[config.mk]
export PLATFORM = sky130hd
export DESIGN_NAME = pipe_stage_reg
export DESIGN_NICKNAME = d
export VERILOG_FILES = /design/src/rtl/pipe_pkg.sv /design/src/rtl/pipe_stage_reg_sat_counter.sv /design/src/rtl/pipe_stage_reg.sv
export SDC_FILE = /design/constraint.sdc
export NUM_CORES = 1
export LEC_CHECK = 0
export BUFFER_PORTS_ARGS = -buffer_cell sky130_fd_sc_hd__clkbuf_2
export CAP_MARGIN = 20
export CORE_MARGIN = 5
export CORE_UTILIZATION = 29
export CTS_CLUSTER_SIZE = 16
export DETAILED_ROUTE_END_ITERATION = 10
export REMOVE_ABC_BUFFERS = 1
export SYNTH_ARGS = -nofsm -noshare
export SYNTH_HDL_FRONTEND = slang
export SYNTH_HIERARCHICAL = 1
export SYNTH_SLANG_ARGS = --single-unit
[constraint.sdc]
create_clock -name CLOCK -period 11.4 [get_ports CLOCK]
set_clock_uncertainty 0.1 [all_clocks]
set_input_delay 1.71 -clock CLOCK [delete_from_list [all_inputs] [get_ports CLOCK]]
set_output_delay 1.71 -clock CLOCK [all_outputs]
set_load 0.02 [all_outputs]
[src/rtl/pipe_pkg.sv]
// Shared definitions for the pipeline stage register: FSM states and default bundle widths.
package pipe_pkg;

  localparam int PIPE_CTRL_W    = 8;
  localparam int PIPE_PAYLOAD_W = 111;
  localparam int PIPE_CNT_W     = 16;

  typedef enum logic [1:0] {
    EMPTY = 2'd0,
    FULL  = 2'd1,
    SKID  = 2'd2
  } pipe_state_e;

endpackage

[src/rtl/pipe_stage_reg_sat_counter.sv]
// Saturating up-counter: counts inc_i cycles and sticks at all-ones instead of wrapping.
module sat_counter #(
  parameter int W = 16
) (
  input  logic         clk_i,
  input  logic         rst_i,
  input  logic         inc_i,
  output logic [W-1:0] count_o
);

  logic [W-1:0] count_q;

  always_ff @(posedge clk_i or posedge rst_i) begin
    if (rst_i) begin
      count_q <= '0;
    end else if (inc_i && (count_q != '1)) begin
      count_q <= count_q + 1'b1;
    end
  end

  assign count_o = count_q;

endmodule

[src/rtl/pipe_stage_reg.sv]
// Valid/ready pipeline stage register with flush, bubble-zeroed control and stall counter.
// Define PIPE_STAGE_SKID_EN to add a one-entry skid buffer that registers In_Ready.
module pipe_stage_reg
  import pipe_pkg::*;
#(
  parameter int CTRL_W    = PIPE_CTRL_W,
  parameter int PAYLOAD_W = PIPE_PAYLOAD_W,
  parameter int CNT_W     = PIPE_CNT_W
) (
  input  logic                 CLOCK,
  input  logic                 RESET,
  input  logic                 In_Valid,
  output logic                 In_Ready,
  input  logic [CTRL_W-1:0]    Ctrl_In,
  input  logic [PAYLOAD_W-1:0] Payload_In,
  input  logic                 Flush,
  output logic                 Out_Valid,
  input  logic                 Out_Ready,
  output logic [CTRL_W-1:0]    Ctrl_Out,
  output logic [PAYLOAD_W-1:0] Payload_Out,
  output logic [CNT_W-1:0]     Stall_Cnt
);

  pipe_state_e            state_q;
  logic                   valid_q;
  logic [CTRL_W-1:0]      ctrl_q;
  logic [PAYLOAD_W-1:0]   payload_q;
  logic                   accept;

`ifdef PIPE_STAGE_SKID_EN
  logic                   in_ready_q;
  logic [CTRL_W-1:0]      skid_ctrl_q;
  logic [PAYLOAD_W-1:0]   skid_payload_q;

  assign In_Ready = in_ready_q;
  assign accept   = In_Valid && in_ready_q;

  always_ff @(posedge CLOCK or posedge RESET) begin
    if (RESET) begin
      state_q        <= EMPTY;
      valid_q        <= 1'b0;
      in_ready_q     <= 1'b1;
      ctrl_q         <= '0;
      payload_q      <= '0;
      skid_ctrl_q    <= '0;
      skid_payload_q <= '0;
    end else if (Flush) begin
      state_q        <= EMPTY;
      valid_q        <= 1'b0;
      in_ready_q     <= 1'b1;
      ctrl_q         <= '0;
      skid_ctrl_q    <= '0;
      skid_payload_q <= '0;
    end else begin
      case (state_q)
        EMPTY: begin
          if (accept) begin
            state_q   <= FULL;
            valid_q   <= 1'b1;
            ctrl_q    <= Ctrl_In;
            payload_q <= Payload_In;
          end
        end
        FULL: begin
          if (accept && Out_Ready) begin
            ctrl_q    <= Ctrl_In;
            payload_q <= Payload_In;
          end else if (accept) begin
            // Downstream is stalled: park the new entry, close the input next cycle.
            state_q        <= SKID;
            in_ready_q     <= 1'b0;
            skid_ctrl_q    <= Ctrl_In;
            skid_payload_q <= Payload_In;
          end else if (Out_Ready) begin
            state_q <= EMPTY;
            valid_q <= 1'b0;
            ctrl_q  <= '0;
          end
        end
        SKID: begin
          if (Out_Ready) begin
            state_q        <= FULL;
            in_ready_q     <= 1'b1;
            ctrl_q         <= skid_ctrl_q;
            payload_q      <= skid_payload_q;
            skid_ctrl_q    <= '0;
            skid_payload_q <= '0;
          end
        end
        default: begin
          state_q    <= EMPTY;
          valid_q    <= 1'b0;
          in_ready_q <= 1'b1;
          ctrl_q     <= '0;
        end
      endcase
    end
  end
`else
  assign In_Ready = !valid_q || Out_Ready;
  assign accept   = In_Valid && In_Ready;

  always_ff @(posedge CLOCK or posedge RESET) begin
    if (RESET) begin
      state_q   <= EMPTY;
      valid_q   <= 1'b0;
      ctrl_q    <= '0;
      payload_q <= '0;
    end else if (Flush) begin
      state_q <= EMPTY;
      valid_q <= 1'b0;
      ctrl_q  <= '0;
    end else begin
      case (state_q)
        EMPTY, FULL: begin
          if (accept) begin
            state_q   <= FULL;
            valid_q   <= 1'b1;
            ctrl_q    <= Ctrl_In;
            payload_q <= Payload_In;
          end else if (valid_q && Out_Ready) begin
            state_q <= EMPTY;
            valid_q <= 1'b0;
            ctrl_q  <= '0;
          end
        end
        default: begin
          state_q <= EMPTY;
          valid_q <= 1'b0;
          ctrl_q  <= '0;
        end
      endcase
    end
  end
`endif

  assign Out_Valid   = valid_q;
  assign Ctrl_Out    = ctrl_q;
  assign Payload_Out = payload_q;

  sat_counter #(
    .W(CNT_W)
  ) u_stall_cnt (
    .clk_i   (CLOCK),
    .rst_i   (RESET),
    .inc_i   (valid_q && !Out_Ready),
    .count_o (Stall_Cnt)
  );

endmodule

==> metrics.md <==
| Metric | Value |
|---|---|
| Outcome | `finished, final reports clean` |
| Via-to-Cell Ratio | `4.24` |
| Met2 wire length | `6970 um` |
| Post-CTS setup buffers | `0` |
| DRT met1 WL | `5660 um` |
| Rows | `52` |
| Period minus WS final | `4.34 ns` |
| Logic pwr share | `24.2%` |
| Routed len/inst | `15.7 um` |
| CP required | `9.59 ns` |
| Part of the power in registers | `41.3%` |
| WL met3 | `1220 um` |
| Fmax | `231 MHz` |
| First-pass GRT wire length | `22700 um` |
| Cells after Synth | `357` |
| DR pass1 iterations | `4` |
| Slowest-stage cell, CP | `nor2b_4` |
| Detailed Place HPWL | `10500 um` |
| P&R area growth vs syn | `33.8%` |
| Max Used Layer | `met4` |
| Max Root-Sink Buffers | `2` |
| RSZ-0062 raised after global routing | `no` |
| Hold_buf cts | `0` |
| Clock root buffer | `clkbuf_16` |
| Mapped cell area | `5920 um^2` |
| P_sw | `468 uW` |
| CP Launch Type | `input pin` |
| Share of cells above drive strength 1 | `67.0%` |
| CP Data Arrival Time | `2.53 ns` |
| # setup viols final | `0` |
| PortBufs | `260` |
| Die width | `153 um` |
| Hold Path Class | `reg -> reg` |
| Worst r2r path cells | `5` |
| CP Capture Type | `output pin` |
| # IOs | `261` |
| Vias in the first global route | `4282` |
| Core area | `20200 um^2` |
| Final period util | `38.0%` |
| Pre-CTS setup slack | `7.05 ns` |
| Post-DRT Antenna Nets | `0` |
| Sequential fraction of the synthesis area | `57.5%` |
| GPL Wtd Cong | `0.784` |
| Antenna violations before repair | `0` |
| Gr usage total | `12.2%` |
| Cell Chain, Critical Path | `clkbuf_2 > nor2b_4 > inv_1 > clkbuf_2` |
| Clock latency on the worst-skew pair | `0.40 ns` |
| Sw Share | `31.3%` |
| Leakage | `0.00401 uW` |
| Syn Area/Cell | `16.6 um^2` |
| Largest net degree at the start of global routing | `62` |
| Most frequent cells in the layout | `clkbuf_2 (260), dfrtp_1 (136), mux2_4 (90)` |
| Final hold violations | `0` |
| DRT iter0 DRCs | `124` |
| Crit Path Class | `in -> out` |
| Die Area | `23400 um^2` |
| Clk network pwr share | `34.5%` |
| Setup TNS | `0 ns` |
| Die Ht | `153 um` |
| Synth Register Bits | `136` |
| Worst Tran Pin Value | `0.916 ns` |
| Final wirelength | `14200 um` |
| Most common cell after layout, fill and taps aside | `clkbuf_2` |
| CTS tree | `done` |
| Drc violations | `0` |
| Worst-path clk slew | `0.06 ns` |
| Overflow after GRT | `0` |
| # clock sinks | `136` |
| Slew HR | `38.9%` |
| Fin. max-slew vios | `0` |
| Num CTS Buffers | `17` |
| Layout Nets | `748` |
| Max-Cap Viols | `0` |
| Fin worst setup slack | `7.06 ns` |
| Max IR drop VDD | `0.0949 mV` |
| Max incr delay on CP | `0.39 ns` |
| Initial core utilization | `29.3%` |
| CP max FO | `17` |
| Cell Int Power | `1030 uW` |
| Total number of vias | `3845` |
| Htree depth | `4` |
| Yosys cell types | `31` |
| YS warnings | `6` |
| Crit-path most repeated cell | `clkbuf_2` |
| Post-CTS resize count | `0` |
| P per Cell Area | `189 nW/um^2` |
| ANT cells | `0` |
| Hold Path Depth | `1` |
[stage by stage]
| step | hold WS (ns) | util, % | instance area, um^2 | power, uW | instances |
|---|---|---|---|---|---|
| floorplan | 0.505 | - | 5680 | 857 | 340 |
| global placement | 0.391 | 36.5 | 7360 | 988 | 874 |
| detailed placement | 0.392 | 36.5 | 7360 | 993 | 874 |
| CTS | 0.409 | 39.2 | 7910 | 1520 | 906 |
| global route | 0.422 | 39.2 | 7910 | 1580 | 906 |
| finish | 0.405 | 39.2 | 7910 | 1490 | 906 |
[routing by layer]
| metal | track usage [%] | vias up |
|---|---|---|
| met5 | 0 | - |
| met3 | 5.03 | 20 |
| li1 | - | 1811 |
| met1 | 14.1 | 1860 |
| met4 | 5.18 | 0 |
| met2 | 20.0 | 154 |
[logic make-up (layout without fill, tap and decap cells)]
family / Yosys count / after routing / share of synthesized area, %
mux: 122 / 122 / 28.7
fa+ha+maj: 1 / 1 / 0.211
simple gates: 48 / 48 / 5.63
buf+inv: 20 / 299 / 4.10
flops: 136 / 136 / 57.5
compound gates: 19 / 19 / 2.16
xor+xnor: 11 / 11 / 1.63
[critical path, delay by kind of cell]
kind / cells / cell delay, ns
AND/OR/NAND/NOR: 1 / 0.39
buffers and inverters: 3 / 0.42
[power groups by stage]
stage	Combinational [uW]	Sequential (uW)	Clock [uW]
after floorplan	141	715	0
after global placement	364	624	0
after detailed placement	369	624	0
after CTS	369	618	535
after global routing	387	630	561
final	362	617	515
[state kept, by name, summed over array words and instances, names as in the netlist]
signal,count
state_q,1
Payload_Out,111
Ctrl_Out,8
u_stall_cnt/count_o,16
[Yosys cell counts]
master    number  area, um^2
nor4_4         1        21.3
or2_2          8        50.1
and4_1         3        26.3
a21oi_1       10        50.1
dfrtp_1      136        3400
nand2_2        1        6.26
nand3_1        7        35.0
buf_2          5        25.0
a32oi_1        8        70.1
mux2_2        23         259
nor2_1         5        18.8
nand2_1        6        22.5
buf_4          2        15.0
o21a_1         1        7.51
buf_6          1        11.3
and4_2         1        10.0
nand4_1        5        31.3
inv_1          3        11.3
xnor2_1       11        96.3
and3_2         1        7.51
and2_1         1        6.26
buf_12         9         180
and3_1         4        25.0
nand2b_1       1        6.26
nand4_4        1        21.3
nand4_2        1        12.5
mux2_4        90        1350
nor2b_4        1        13.8
nor3b_4        1        18.8
ha_1           1        12.5
mux2i_1        9        90.1
[final timing paths]
path | slack (ns) | endpoint | from
max | 7.06 | In_Ready | Out_Ready
max reg2reg | 8.58 | Payload_Out[34] | state_q[0]
min in group asynchronous | 1.29 | u_stall_cnt/count_o[14] | RESET
min | 0.40 | Payload_Out[32] | Payload_Out[32]
min reg2reg | 0.40 | Payload_Out[32] | Payload_Out[32]
max in group asynchronous | 8.59 | Payload_Out[90] | RESET
[final cells by class]
| type | instances | area [um^2] |
|---|---|---|
| multi-input cells | 201 | 2270 |
| inverters | 3 | 13.8 |
| repair buffers | 264 | 1330 |
| flip-flops and latches | 136 | 3400 |
| clock inverters | 12 | 91.3 |
| clock buffers | 20 | 467 |
| fillers | 1985 | 12300 |
| well taps | 270 | 338 |
Power figures use the tool's default switching activity.
